==> src/rtl/lfsr_pkg.sv <==
// rtl/lfsr_pkg.sv - shared constants, FSM state type and parameter helpers for lfsr_encrypter
//
// Contents:
//   TAP_PATTERNS   six maximal-length 6-bit feedback tap masks
//   PREAMBLE_BYTE  byte written ahead of the plaintext
//   PT_BASE/CT_BASE plaintext / ciphertext base addresses
//   MSG_LEN        bytes written per run
//   state_t        controller states
//   tap_lookup/seed_fix/pre_len_clamp  normalise the raw go-time inputs
package lfsr_pkg;

    localparam int         NUM_TAPS                   = 6;
    localparam logic [5:0] TAP_PATTERNS [NUM_TAPS]    = '{6'h21, 6'h2D, 6'h30, 6'h33, 6'h36, 6'h39};
    localparam logic [7:0] PREAMBLE_BYTE              = 8'h5F;
    localparam logic [7:0] PT_BASE                    = 8'd0;
    localparam logic [7:0] CT_BASE                    = 8'd64;
    localparam int         MSG_LEN                    = 64;
    localparam logic [3:0] PRE_LEN_MIN                = 4'd7;

    typedef enum logic [1:0] {
        IDLE = 2'd0,
        LOAD = 2'd1,
        RUN  = 2'd2,
        DONE = 2'd3
    } state_t;

    // Selectors 6 and 7 have no pattern of their own and fall back to pattern 0.
    function automatic logic [5:0] tap_lookup(input logic [2:0] sel);
        logic [5:0] pat;
        case (sel)
            3'd1:    pat = TAP_PATTERNS[1];
            3'd2:    pat = TAP_PATTERNS[2];
            3'd3:    pat = TAP_PATTERNS[3];
            3'd4:    pat = TAP_PATTERNS[4];
            3'd5:    pat = TAP_PATTERNS[5];
            default: pat = TAP_PATTERNS[0];
        endcase
        return pat;
    endfunction

    // An all-zero LFSR never leaves zero, so a zero seed is bumped to 1.
    function automatic logic [5:0] seed_fix(input logic [5:0] s);
        return (s == 6'd0) ? 6'd1 : s;
    endfunction

    function automatic logic [3:0] pre_len_clamp(input logic [3:0] p);
        return (p < PRE_LEN_MIN) ? PRE_LEN_MIN : p;
    endfunction

endpackage

==> src/rtl/lfsr6b.sv <==
// rtl/lfsr6b.sv - 6-bit Fibonacci LFSR with parallel load
//
// Ports:
//   clk    rising-edge clock
//   en     1: shift left, feedback = XOR of (state AND taps) into bit 0
//          0: load start
//   init   asynchronous active-low clear of the register
//   taps   feedback tap mask
//   start  value loaded while en is low
//   state  current register contents
module lfsr6b (
    input  logic       clk,
    input  logic       en,
    input  logic       init,
    input  logic [5:0] taps,
    input  logic [5:0] start,
    output logic [5:0] state
);

    logic [5:0] r_state;
    logic       w_feedback;

    assign w_feedback = ^(r_state & taps);

    always_ff @(posedge clk or negedge init) begin
        if (!init) begin
            r_state <= '0;
        end else if (en) begin
            r_state <= {r_state[4:0], w_feedback};
        end else begin
            r_state <= start;
        end
    end

    assign state = r_state;

endmodule

==> src/rtl/lfsr_encrypter.sv <==
// rtl/lfsr_encrypter.sv - XORs a preamble plus plaintext with a 6-bit LFSR stream into memory
//
// Ports:
//   clk        rising-edge clock
//   init_n     asynchronous active-low reset
//   go         start request, honoured only in IDLE or DONE
//   tap_sel    LFSR tap pattern selector (6,7 -> pattern 0)
//   seed       LFSR start value (0 -> 1)
//   pre_len    preamble length in bytes (clamped to >= 7)
//   mem_raddr  plaintext read address
//   mem_rdata  plaintext byte, combinational read of mem_raddr
//   mem_wr_en  ciphertext write strobe, high every RUN cycle
//   mem_waddr  ciphertext write address (64 + k)
//   mem_wdata  ciphertext byte
//   done       high while in DONE
module lfsr_encrypter
    import lfsr_pkg::*;
(
    input  logic       clk,
    input  logic       init_n,
    input  logic       go,
    input  logic [2:0] tap_sel,
    input  logic [5:0] seed,
    input  logic [3:0] pre_len,
    output logic [7:0] mem_raddr,
    input  logic [7:0] mem_rdata,
    output logic       mem_wr_en,
    output logic [7:0] mem_waddr,
    output logic [7:0] mem_wdata,
    output logic       done
);

    state_t     r_state;
    state_t     w_state_next;
    logic       w_start;
    logic [5:0] r_k;
    logic [5:0] r_taps;
    logic [5:0] r_seed;
    logic [3:0] r_pre_len;
    logic [5:0] w_lfsr;
    logic       w_in_run;
    logic       w_preamble;
    logic [5:0] w_pt_idx;
    logic [7:0] w_plain;

    always_ff @(posedge clk or negedge init_n) begin
        if (!init_n) begin
            r_state <= IDLE;
        end else begin
            r_state <= w_state_next;
        end
    end

    always_comb begin
        w_state_next = r_state;
        w_start      = 1'b0;
        case (r_state)
            IDLE, DONE: begin
                if (go) begin
                    w_start      = 1'b1;
                    w_state_next = LOAD;
                end
            end
            LOAD:    w_state_next = RUN;
            RUN:     if (r_k == 6'(MSG_LEN - 1)) w_state_next = DONE;
            default: w_state_next = IDLE;
        endcase
    end

    // Parameters are normalised once at go so the datapath never sees the
    // illegal tap selectors, the lockup seed or a short preamble.
    always_ff @(posedge clk or negedge init_n) begin
        if (!init_n) begin
            r_taps    <= '0;
            r_seed    <= '0;
            r_pre_len <= '0;
            r_k       <= '0;
        end else begin
            if (w_start) begin
                r_taps    <= tap_lookup(tap_sel);
                r_seed    <= seed_fix(seed);
                r_pre_len <= pre_len_clamp(pre_len);
            end
            if (r_state == LOAD) begin
                r_k <= '0;
            end else if (w_in_run) begin
                r_k <= r_k + 6'd1;
            end
        end
    end

    // Outside RUN the LFSR keeps reloading the latched seed, so the LOAD
    // cycle leaves L_0 in place for the first RUN cycle.
    lfsr6b u_lfsr (
        .clk   (clk),
        .en    (w_in_run),
        .init  (init_n),
        .taps  (r_taps),
        .start (r_seed),
        .state (w_lfsr)
    );

    assign w_in_run   = (r_state == RUN);
    assign w_preamble = (r_k < {2'b00, r_pre_len});
    assign w_pt_idx   = r_k - {2'b00, r_pre_len};
    assign w_plain    = w_preamble ? PREAMBLE_BYTE : mem_rdata;

    assign mem_wr_en = w_in_run;
    assign mem_waddr = w_in_run ? (CT_BASE + {2'b00, r_k}) : 8'h00;
    assign mem_raddr = (w_in_run && !w_preamble) ? (PT_BASE + {2'b00, w_pt_idx}) : 8'h00;
    assign mem_wdata = w_in_run ? (w_plain ^ {2'b00, w_lfsr}) : 8'h00;
    assign done      = (r_state == DONE);

endmodule

==> config.mk <==
export PLATFORM = sky130hd
export DESIGN_NAME = lfsr_encrypter
export DESIGN_NICKNAME = d
export VERILOG_FILES = /design/src/rtl/lfsr_pkg.sv /design/src/rtl/lfsr6b.sv /design/src/rtl/lfsr_encrypter.sv
export SDC_FILE = /design/constraint.sdc
export NUM_CORES = 1
export LEC_CHECK = 0
export ABC_AREA = 1
export BUFFER_PORTS_ARGS = -buffer_cell sky130_fd_sc_hd__buf_2
export CAP_MARGIN = 20
export CORE_ASPECT_RATIO = 1.2
export CORE_MARGIN = 2
export CORE_UTILIZATION = 53
export DETAILED_ROUTE_END_ITERATION = 6
export PLACE_DENSITY = 0.87
export SETUP_SLACK_MARGIN = 0.05
export SLEW_MARGIN = 0
export SYNTH_ARGS = -nofsm -noshare
export SYNTH_HDL_FRONTEND = slang
export SYNTH_SLANG_ARGS = --single-unit
==> constraint.sdc <==
create_clock -name clk -period 1.95 [get_ports clk]
set_input_delay 0.0975 -clock clk [delete_from_list [all_inputs] [get_ports clk]]
set_output_delay 0.0975 -clock clk [all_outputs]
set_load 0.02 [all_outputs]
==> results.txt <==
status = complete, but fails checks
failing checks = DRC, setup timing
post-synth cell types = 31
Gate Count Post-Synth = 265
TritonCTS Buffers = 5
Slew Limit Fails = 0
Worst setup EP type = primary output
met2 usage = 36.8%
IO buf count = 46
Max VDD drop = 479 uV
Ys Warns = 0
diode count = 0
Antenna Nets Post-Route = 0
vias in the first global route = 1657
leading area contributor after synthesis = dfrtp_1
Area contributors post-synth = dfrtp_1 (39%), nand2_1 (15%), inv_1 (8.6%)
maximum fanout along the worst path = 3
worst-margin pin slew = 676 ps
Seq/Total Area, Yosys = 39.2%
dpl hpwl = 3.17 mm
Die Span X = 58.9 um
post-synthesis cell area = 0.00192 mm2
routed vias/inst = 5.15
# DRC = 5
CP Class = flip-flop to primary output
Post-Syn Area per Cell = 7.23 um2
worst path required time = 1850 ps
clock sink count = 30
Via Count = 1901
post-route cell area = 0.00257 mm2
Worst Path Arrival = 2040 ps
htree depth = 2
met3 GRT Util = 4.81%
Placer Congestion = 0.835
die footprint = 0.00411 mm2
die height = 69.9 um
Total Wirelength = 4.92 mm
Clock Path Buffers = 2
first-pass GRT wire length = 7.53 mm
GRT busiest layer = met2
Hold WC Path Type = input port to flip-flop
slew margin rel. = 54.9%
CTS tree = built
GR Util All Layers = 23.7%
initial antenna violation count = 0
post-route minimum period = 2130 ps
post-synth top area share = 39.2%
DRT Pass-1 Iters = 7
Hold Vio Cnt, Final = 0
Worst setup SP type = flip-flop
setup violation total in the final timing report = 14
RSZ-0062 raised after global routing = yes
Max Freq = 469 MHz
pre-CTS WS = 2.20 ps
placed cell area = 0.00222 mm2
clock latency on the worst-skew pair = 280 ps
met1 usage = 32.3%
Worst-path clk slew = 60 ps
largest net degree at the start of global routing = 31
fill cell count = 247
wire per inst = 13.3 um
#FFs+latches synth = 30
layout cells sized above 1 = 33.1%
P_leak = 1.54 nW
Clock Skew = 4.04 ps
I/O pin count = 50
worst setup margin = -183 ps
initial cell density of the core = 56.4%
max-cap violation count = 0
CTS root buf = clkbuf_8
DR iter-0 viols = 108
Core Box Area = 0.00340 mm2
row count = 23
grt ovf = 0
Final Cycle Share = 109%
power density cells = 483 mW/mm2
post-layout net count = 365
P&R area growth vs syn = 34.4%
flip-flops by register name (all words and copies together), names as in the netlist:
register and flops:
r_taps 6, r_pre_len 4, r_k 6, r_state 2
u_lfsr.state 6, r_seed 6
per-layer routing:
metal	up-vias	share of wire, %
met3	7	5.8
met1	886	41
met2	65	51
met4	0	1.8
met5	-	0
li1	943	-
final timing paths:
kind	slack [ps]	start	cells after the start	end
min in group asynchronous	390	init_n	2	r_state[0]
setup reg to reg	230	r_state[0]	6	r_pre_len[0]
hold / removal	60	pre_len[2]	3	r_pre_len[2]
setup / recovery	-180	r_k[0]	12	mem_wdata[0]
hold reg to reg	480	r_taps[5]	1	r_taps[5]
max in group asynchronous	1120	init_n	2	r_taps[5]
placed cells by master (no fill, tap or decap), types with 2 or more instances in the layout:
cell and n:
nor3_1 3, a21oi_2 6, nand3_1 10, inv_4 2
a31oi_1 2, buf_6 8, conb_1 3, ha_1 7
inv_2 3, buf_2 32, nand3_2 4, nor2_4 4
dfrtp_1 30, nand2_2 4, o21ai_2 2, clkbuf_8 6
a21oi_1 7, o22ai_1 2, nor2_2 5, nand2_1 74
nand4_1 2, or2_2 2, o21ai_0 13, ha_4 2
nor2_1 21, buf_4 25, inv_1 41
stage by stage:
stage	instances	TNS [ps]	util (%)	hold WS [ps]	power (W)
floorplan	267	0	-	-198	0.000677
finish	369	-1670	75.8	60.6	0.00124
detailed placement	351	0	65.4	163	0.000719
global placement	351	0	65.4	162	0.000718
global route	369	-2740	75.8	58.3	0.00128
CTS	365	-682	71.8	61.7	0.00123
synthesized netlist by cell type (all sizes together):
master,count
nand3,14
buf,8
xor2,1
a21oi,13
nor2,30
or2,3
and3,1
conb,1
fa,1
nor3,3
o22ai,2
nand2,78
xnor2,1
clkbuf,2
a31oi,2
nand4,2
o21ai,15
o21a,1
ha,9
o22a,1
dfrtp,30
inv,46
o211ai,1
timing repair:
action                                  CTS  global route
hold endpoints to repair                 30             0
endpoints found under the setup margin   14            14
buffers inserted                          5             5
hold buffers                              1             0
pin swaps                                 5             7
resized for setup                        21            28
where the power goes:
part	switching, W	leakage (nW)	total [W]	internal [W]
sequential	0	0.384	0.000622	0.000622
clock	0.000237	0.0482	0.000521	0.000284
combinational	0.0000592	1.11	0.0000999	0.0000408
total	0.000296	1.54	0.00124	0.000947
cell type report:
type	count	area (um2)	area share, %
clock buffers	7	86.3	3.35
clock inverters	1	5.00	0.194
inverters	46	178	6.90
multi-input cells	181	1040	40.4
flip-flops and latches	30	751	29.2
well taps	37	46.3	1.80
repair buffers	67	468	18.2
critical path: stages (launching register included):
cell and delay, ps:
dfrtp_1 400, inv_2 100, ha_4 140, inv_4 30, fa_2 350, inv_2 100
o211ai_4 100, buf_4 150, nand2_1 70, nand2_1 50, nand2_1 60, nor2_1 40
buf_4 150
cells by family (layout without fill, tap and decap cells):
kind of cell    after synthesis  after routing  share of synthesized area, %
compound gates               35             35                          11.4
xor+xnor                      2              2                         0.915
fa+ha+maj                    10             10                          6.92
buf+inv                      56            121                          12.8
flops                        30             30                          39.2
other cells                   1              3                         0.196
simple gates                131            131                          28.6
Power figures use the tool's default switching activity.
